--- src/rtl/uart_tx_arbiter_if.sv ---
// Handshake bundle between the requesters, the round-robin arbiter and one shared uart_tx.
// master = arbiter side, slave = requesters plus uart_tx side.
interface uart_tx_arbiter_if #(
  parameter int NUM_REQ = 4,
  parameter int IDX_W   = 2
);
  logic [NUM_REQ-1:0]   req;
  logic [8*NUM_REQ-1:0] req_data;
  logic [NUM_REQ-1:0]   ack;
  logic                 ack_err;
  logic                 busy;
  logic [IDX_W-1:0]     grant_id;
  logic                 tx_start;
  logic [7:0]           tx_data;
  logic                 tx_done;

  modport master (
    input  req, req_data, tx_done,
    output ack, ack_err, busy, grant_id, tx_start, tx_data
  );

  modport slave (
    output req, req_data, tx_done,
    input  ack, ack_err, busy, grant_id, tx_start, tx_data
  );
endinterface

--- src/rtl/uart_tx_arbiter.sv ---
// Round-robin arbiter sharing one uart_tx between NUM_REQ byte requesters.
// Optional WAIT watchdog enabled by defining UART_ARB_TIMEOUT_EN.
module uart_tx_arbiter #(
  parameter int NUM_REQ = 4,
  parameter int IDX_W   = 2
`ifdef UART_ARB_TIMEOUT_EN
  , parameter int TIMEOUT_CYCLES = 65535
`endif
) (
  input logic              clk,
  input logic              rst,
  uart_tx_arbiter_if.master bus
);

  typedef enum logic [1:0] {S_IDLE, S_ISSUE, S_WAIT, S_DONE} state_t;

  state_t               state_q, state_d;
  logic [NUM_REQ-1:0]   ack_q, ack_d;
  logic                 ack_err_q, ack_err_d;
  logic                 busy_q, busy_d;
  logic [IDX_W-1:0]     grant_q, grant_d;
  logic                 tx_start_q, tx_start_d;
  logic [7:0]           tx_data_q, tx_data_d;
  logic [IDX_W-1:0]     last_q, last_d;
  logic [IDX_W-1:0]     pick;
  logic [NUM_REQ-1:0]   ack_onehot;

`ifdef UART_ARB_TIMEOUT_EN
  localparam int CNT_W = $clog2(TIMEOUT_CYCLES + 1);
  logic [CNT_W-1:0] cnt_q, cnt_d;
`endif

  // First set request strictly after 'last', wrapping; scanning k downwards
  // lets the smallest k overwrite, so it wins.
  function automatic logic [IDX_W-1:0] rr_pick(input logic [NUM_REQ-1:0] r,
                                               input logic [IDX_W-1:0]   last);
    logic [IDX_W-1:0]   sel;
    logic [NUM_REQ-1:0] rot;
    int                 idx;
    sel = last;
    for (int k = NUM_REQ; k >= 1; k--) begin
      idx = (int'(last) + k) % NUM_REQ;
      rot = r >> idx;
      if (rot[0]) sel = IDX_W'(idx);
    end
    return sel;
  endfunction

  assign pick       = rr_pick(bus.req, last_q);
  assign ack_onehot = {{(NUM_REQ-1){1'b0}}, 1'b1} << grant_q;

  // NOTE: combinational next-state logic uses blocking '=' and gives every
  // target a default first, so no path leaves a variable unassigned (no latch).
  always_comb begin
    state_d    = state_q;
    ack_d      = '0;
    ack_err_d  = 1'b0;
    busy_d     = busy_q;
    grant_d    = grant_q;
    tx_start_d = 1'b0;
    tx_data_d  = tx_data_q;
    last_d     = last_q;
`ifdef UART_ARB_TIMEOUT_EN
    cnt_d      = '0;
`endif
    unique case (state_q)
      S_IDLE: begin
        if (|bus.req) begin
          grant_d    = pick;
          tx_data_d  = 8'(bus.req_data >> (8 * int'(pick)));
          busy_d     = 1'b1;
          tx_start_d = 1'b1;
          state_d    = S_ISSUE;
        end
      end
      S_ISSUE: state_d = S_WAIT;
      S_WAIT: begin
`ifdef UART_ARB_TIMEOUT_EN
        cnt_d = cnt_q + 1'b1;
`endif
        if (bus.tx_done) begin
          ack_d   = ack_onehot;
          last_d  = grant_q;
          state_d = S_DONE;
        end
`ifdef UART_ARB_TIMEOUT_EN
        // cnt_q counts completed WAIT cycles, so this is the TIMEOUT_CYCLES-th one.
        else if (cnt_q == CNT_W'(TIMEOUT_CYCLES - 1)) begin
          ack_d     = ack_onehot;
          ack_err_d = 1'b1;
          last_d    = grant_q;
          state_d   = S_DONE;
        end
`endif
      end
      S_DONE: begin
        busy_d  = 1'b0;
        state_d = S_IDLE;
      end
      default: state_d = S_IDLE;
    endcase
  end

  // NOTE: sequential state uses non-blocking '<=' so every register samples
  // the pre-edge values regardless of statement order.
  always_ff @(posedge clk or posedge rst) begin
    if (rst) begin
      state_q    <= S_IDLE;
      ack_q      <= '0;
      ack_err_q  <= 1'b0;
      busy_q     <= 1'b0;
      grant_q    <= '0;
      tx_start_q <= 1'b0;
      tx_data_q  <= '0;
      last_q     <= IDX_W'(NUM_REQ - 1);
`ifdef UART_ARB_TIMEOUT_EN
      cnt_q      <= '0;
`endif
    end else begin
      state_q    <= state_d;
      ack_q      <= ack_d;
      ack_err_q  <= ack_err_d;
      busy_q     <= busy_d;
      grant_q    <= grant_d;
      tx_start_q <= tx_start_d;
      tx_data_q  <= tx_data_d;
      last_q     <= last_d;
`ifdef UART_ARB_TIMEOUT_EN
      cnt_q      <= cnt_d;
`endif
    end
  end

  assign bus.ack      = ack_q;
  assign bus.ack_err  = ack_err_q;
  assign bus.busy     = busy_q;
  assign bus.grant_id = grant_q;
  assign bus.tx_start = tx_start_q;
  assign bus.tx_data  = tx_data_q;

endmodule
--- src/flat_wrapper.sv ---
// flat-port wrapper written by rule: the top's interface ports become plain ports
module uart_tx_arbiter_flat 
#(
  parameter int NUM_REQ = 4,
  parameter int IDX_W   = 2

)
  (clk, rst, bus_req, bus_req_data, bus_tx_done, bus_ack, bus_ack_err, bus_busy, bus_grant_id, bus_tx_start, bus_tx_data);
  uart_tx_arbiter_if #(.NUM_REQ(NUM_REQ), .IDX_W(IDX_W)) bus_i ();
  input logic clk;
  input logic rst;
  input wire logic [$bits(bus_i.req)-1:0] bus_req;
  input wire logic [$bits(bus_i.req_data)-1:0] bus_req_data;
  input wire logic [$bits(bus_i.tx_done)-1:0] bus_tx_done;
  output wire logic [$bits(bus_i.ack)-1:0] bus_ack;
  output wire logic [$bits(bus_i.ack_err)-1:0] bus_ack_err;
  output wire logic [$bits(bus_i.busy)-1:0] bus_busy;
  output wire logic [$bits(bus_i.grant_id)-1:0] bus_grant_id;
  output wire logic [$bits(bus_i.tx_start)-1:0] bus_tx_start;
  output wire logic [$bits(bus_i.tx_data)-1:0] bus_tx_data;
  assign bus_i.req = bus_req;
  assign bus_i.req_data = bus_req_data;
  assign bus_i.tx_done = bus_tx_done;
  assign bus_ack = bus_i.ack;
  assign bus_ack_err = bus_i.ack_err;
  assign bus_busy = bus_i.busy;
  assign bus_grant_id = bus_i.grant_id;
  assign bus_tx_start = bus_i.tx_start;
  assign bus_tx_data = bus_i.tx_data;
  uart_tx_arbiter #(.NUM_REQ(NUM_REQ), .IDX_W(IDX_W)) u_core (.clk(clk), .rst(rst), .bus(bus_i));
endmodule
--- config.mk ---
export PLATFORM = sky130hd
export DESIGN_NAME = uart_tx_arbiter_flat
export DESIGN_NICKNAME = d
export VERILOG_FILES = /design/src/rtl/uart_tx_arbiter_if.sv /design/src/rtl/uart_tx_arbiter.sv /design/src/flat_wrapper.sv
export SDC_FILE = /design/constraint.sdc
export NUM_CORES = 1
export LEC_CHECK = 0
export ABC_AREA = 1
export CAP_MARGIN = 20
export CORE_ASPECT_RATIO = 0.75
export CORE_MARGIN = 3
export CORE_UTILIZATION = 30
export CTS_CLUSTER_SIZE = 8
export DETAILED_ROUTE_END_ITERATION = 16
export PLACE_DENSITY = 0.63
export SLEW_MARGIN = 20
export SYNTH_ARGS = -nofsm -noshare
export SYNTH_HDL_FRONTEND = slang
export SYNTH_SLANG_ARGS = --single-unit
--- constraint.sdc ---
create_clock -name clk -period 2.4 [get_ports clk]
set_input_delay 0.24 -clock clk [delete_from_list [all_inputs] [get_ports clk]]
set_output_delay 0.24 -clock clk [all_outputs]
set_load 0.01 [all_outputs]
After elaboration in Yosys (flattened, before gate mapping) --
Cells that the tools add are included.
Cells by class: add/subtract/negate cells 4, $mul 0, div/mod/pow operators 0, order comparisons 0, eq/ne operators 5, shift operators 6, multiplexer cells 13, bitwise gates (word level) 4, reductions and logical operators 11
Operators by type and width (number):
- right shift 4 x 32 -> 1 bit | 4
- right shift 32 x 5 -> 8 bit | 1
- two-way mux 2 bit | 6
- two-way mux 4 bit | 2
- one-hot mux 2 bit (4 select lines) | 1
- AND reduction 2 bit | 4
- OR reduction 2 bit | 4
- adder 2 x 1 -> 2 bit, second input constant | 2
- adder 2 bit, second input constant | 2
- AND 1 bit, first input constant | 4
- == test 2 bit, second input constant | 2
- OR reduction 4 bit | 1
- << shifter 1 x 2 -> 4 bit, first input constant | 1
- two-way mux 1 bit | 3
- == test 2 x 1 -> 1 bit, second input constant | 1
- zero test 2 bit | 1
- inequality test 2 x 1 -> 1 bit, second input constant | 1
- inequality test 2 bit, second input constant | 1
- one-hot mux 1 bit (2 select lines) | 1
- nonzero test 2 bit | 1
Word-level totals: flip-flop bits (word level) 20, latch bits 0, bits in writable memories 0, bits in read-only memories 0, input bits 39, output and inout port bits 17, word-level logic and storage cells 50, memories 0

Depth between registers and ports, before layout --
word-level depth 9, mapped depth 17, depth with buffers taken out 15

Worst setup path after synthesis --
OpenSTA, ideal clock, no wires.
path kind flip-flop to flip-flop, start register u_core.last_q[0], end register u_core.tx_data_q[0] (netlist: u_core.bus.tx_data[0]), library setup time 116 ps, arrival 1600 ps, required time 2284 ps, path slack 683 ps, stages on the path, launching flop included 16, buffers on the path 2, clock period less this slack 1717 ps, path through dfstp_2 > buf_6 > inv_8 > nand2_1 > nand2_2 > nand2_2 > nand2_2 > inv_4 > nand3_4 > nand2_8 > buf_12 > nand2_2 > nand3_1 > nand2_1 > nand2_1 > nand2_1
On the way: cells in the longest elaborated chain, start to end 9, elaborated cells between the ends (all ways) 21, classes of those cells 4 x add/sub; 5 x shift; 4 x mux; 4 x bitwise; 4 x reduce/logical
RTL lines:
- from (decl) | RTL line uart_tx_arbiter.sv:24 | logic [IDX_W-1:0] last_q, last_d;
- from (signal assigned) | RTL line uart_tx_arbiter.sv:115 | last_q <= IDX_W'(NUM_REQ - 1);
- from (signal assigned) | RTL line uart_tx_arbiter.sv:127 | last_q <= last_d;
- adder 2 x 1 -> 2 bit | RTL line uart_tx_arbiter.sv:42 | idx = (int'(last) + k) % NUM_REQ;
- OR reduction 2 bit (no source line)
- AND 1 bit (no source line)
- right shift 4 x 32 -> 1 bit | RTL line uart_tx_arbiter.sv:43 | rot = r >> idx;
- two-way mux 2 bit (3 in series) | RTL line uart_tx_arbiter.sv:44 | if (rot[0]) sel = IDX_W'(idx);
- two-way mux 2 bit * | RTL line uart_tx_arbiter.sv:44
- right shift 32 x 5 -> 8 bit * | RTL line uart_tx_arbiter.sv:70 | tx_data_d = 8'(bus.req_data >> (8 * int'(pick)));
- to (signal assigned) | RTL line uart_tx_arbiter.sv:126 | tx_data_q <= tx_data_d;
- to (decl) | RTL line uart_tx_arbiter.sv:23 | logic [7:0] tx_data_q, tx_data_d;
Mark *: on every way between the ends. The rest lies on a longest branch, timed or not. A chain may end at the register's enable or synchronous reset.

Final worst setup path --
start register u_core.last_q[0], end register u_core.tx_data_q[3] (netlist: u_core.bus.tx_data[3])
The elaborated chain is that of the path after synthesis.

==> impl_metrics.py <==
metrics = {
    "die": {
        "core_area_um2": 4600,
        "dieWidth_um": 86.9,
        "die-area_um2": 5790,
        "num_rows": 21,
        "ios": 56,
        "initial_core_util": 0.320,
        "dieHeight_um": 66.7,
    },
    "routing": {
        "drtIter0Drc": 45,
        "ant_nets": 0,
        "wl_mm": 3.74,
        "drc": 0,
        "avgViaCountPerCell": 4.37,
        "vias": 1415,
        "drtPass1Iterations": 4,
        "wire_per_inst_um": 11.5,
    },
    "cells_and_area": {
        "seq_area_um2": 503,
        "final_cell_mix": "nand2_1 (65), clkdlybuf4s50_1 (54), inv_1 (42)",
        "multi_input_area_um2": 719,
        "final_common_cell": "nand2_1",
        "num_antenna_cells": 0,
        "finalInstanceArea_um2": 2100,
        "syn_to_final_growth_pct": 42.9,
        "fill_cells": 448,
        "drive_gt1_frac": 0.124,
        "final_nets": 310,
    },
    "pwr": {
        "power_leakage_nw": 1.11,
        "powerDensity_nw_per_um2": 1340,
        "vdd_drop_max_mv": 0.515,
    },
    "clock_tree": {
        "cts_sinks": 20,
        "cts_resized": 0,
        "clock_latency_ps": 260,
        "cts_buffers": 3,
        "path_clk_slew_ps": 80,
        "root_buffer": "clkbuf_8",
        "cts_tree": "built",
        "post_cts_buffers": 0,
        "htree_levels": 1,
        "cts_hold_buffers": 0,
        "clock_tree.buffer_depth": 2,
    },
    "status": {
        "status": "finished, final reports clean",
    },
    "place": {
        "dp_hpwl_mm": 2.87,
        "dp_slack_ps": 372,
        "io_buffers": 54,
        "post_dp_cell_area_um2": 2030,
        "gp_congestion": 0.758,
    },
    "worst_setup_path": {
        "worstSetupPathType": "reg2reg",
        "r2r_start": "u_core.last_q[0]$_DFFE_PP1P_",
        "crit_required_ps": 2550,
        "cp_max_fo": 19,
        "crit_path_end_kind": "register",
        "arrival_ps": 2130,
        "reg2reg_depth": 13,
        "start_kind": "register",
        "r2r_end": "u_core.bus.tx_data[3]$_DFFE_PP0P_",
        "regToRegSetupSlack_ps": 420,
    },
    "synth": {
        "ys_seq_elements": 20,
        "synth_cell_type_count": 27,
        "netlist_area_um2": 1470,
        "synthCells": 214,
        "postSynthAreaPerCell_um2": 6.88,
        "syn-num-nets": 256,
        "yosysSeqAreaShare": 0.342,
        "yosys_warnings": 0,
    },
    "run": {
        "maxCapViolCount": 0,
    },
    "timing": {
        "max-slew-margin-rel": 0.488,
        "hold_viol": 0,
        "fmax_ghz": 0.505,
        "rsz0062_at_grt": "no",
        "tightest_slew_ps": 767,
        "slew_violations": 0,
        "skew_ps": 4.90,
        "tns_ps": 0,
        "hold_slack_ps": 408,
        "timing.final.crit_share": 0.826,
        "finalSetupViolCount": 0,
        "period_needed_ps": 1980,
        "timing.final.ws_setup_ps": 419,
    },
    "global_route": {
        "grt_busiest_layer": "met1",
        "antenna_found_initial": 0,
        "grtUsageMet1": 0.201,
        "grt_use_met2": 0.193,
        "grt_max_degree": 21,
        "grt_pass1_vias": 1306,
        "met3_usage": 0.0210,
        "grt_overflow": 0,
        "grt_usage": 0.133,
        "grt_pass1_wl_mm": 6.13,
    },
    "worst_hold_path": {
        "hold_path_class": "in2async",
    },
}
## synthesized netlist by cell type, drive strengths merged
cell     n  area, um^2
ha       3        37.5
clkbuf   1        3.75
nand3   33         178
conb     1        3.75
inv     46         183
nor3     1        5.00
a21oi    1        5.00
a22oi    1        7.51
dfstp    2        52.6
buf      6        62.6
dfrtp   18         450
o211ai   1        7.51
nand2   85         407
nor2     7        26.3
nor4     1        6.26
o21ai    6        30.0
or2      1        6.26
## where the power goes
part	leakage, nW	switching (mW)	internal (mW)
clock	0.0357	0.116	0.223
sequential	0.248	0.119	0.498
combinational	0.831	1.12	0.748
total	1.11	1.36	1.47
## sequential cells by signal (all words and copies together) (netlist names)
register and count:
u_core.bus.ack 4, u_core.bus.tx_data 8, u_core.last_q 2, u_core.state_q 2
u_core.bus.grant_id 2, u_core.bus.tx_start 1, u_core.bus.busy 1
## critical path, cell delays in order (launching register included)
cell     delay (ps)
dfstp_2         690
inv_8            80
nand2_1          80
nand2_2          60
nand2_2          80
nand2_2          70
inv_4            70
nand3_4         200
nand2_8         220
nand2_1          80
nand3_1          70
nand2_1          60
nand2_1          50
nand2_1          50
## layer usage
layer	up-vias	wire, um	part of all wire
li1	744	-	-
met1	623	1930	0.52
met2	43	1530	0.41
met3	5	245	0.065
met4	0	38	0.010
met5	-	0	0
## stage by stage
step	power [mW]	util	cells
after floorplan	2.07	-	214
after global placement	2.47	0.442	320
after detailed placement	2.49	0.442	320
after CTS	2.85	0.457	324
after global routing	3.12	0.457	324
final	2.82	0.457	324
## kinds of logic (layout without fill, tap and decap cells)
logic type	after synthesis	in the layout	share of synthesized area
flops	20	20	0.342
simple gates	128	128	0.427
fa+ha+maj	3	3	0.0255
buf+inv	53	106	0.169
other cells	1	1	0.00255
compound gates	9	9	0.0340
## worst max path at each step
stage | cells after the start | to | start
floorplan | 15 | u_core.bus.tx_data[0]$_DFFE_PP0P_ | u_core.last_q[0]$_DFFE_PP1P_
global placement | 7 | u_core.bus.tx_data[7]$_DFFE_PP0P_ | bus_req[2]
detailed placement | 14 | u_core.bus.tx_data[4]$_DFFE_PP0P_ | bus_req[3]
CTS | 13 | u_core.bus.tx_data[3]$_DFFE_PP0P_ | u_core.last_q[0]$_DFFE_PP1P_
global route | 13 | u_core.bus.tx_data[5]$_DFFE_PP0P_ | u_core.last_q[0]$_DFFE_PP1P_
finish | 13 | u_core.bus.tx_data[3]$_DFFE_PP0P_ | u_core.last_q[0]$_DFFE_PP1P_
## layout make-up
cell class              count  share of cell area
multi-input cells         141               0.342
clock buffers               3              0.0196
inverters                  46              0.0869
flip-flops and latches     20               0.239
well taps                  57              0.0339
clock inverters             1              0.0143
repair buffers             56               0.264
No activity file was read; power rests on OpenSTA's default activity.
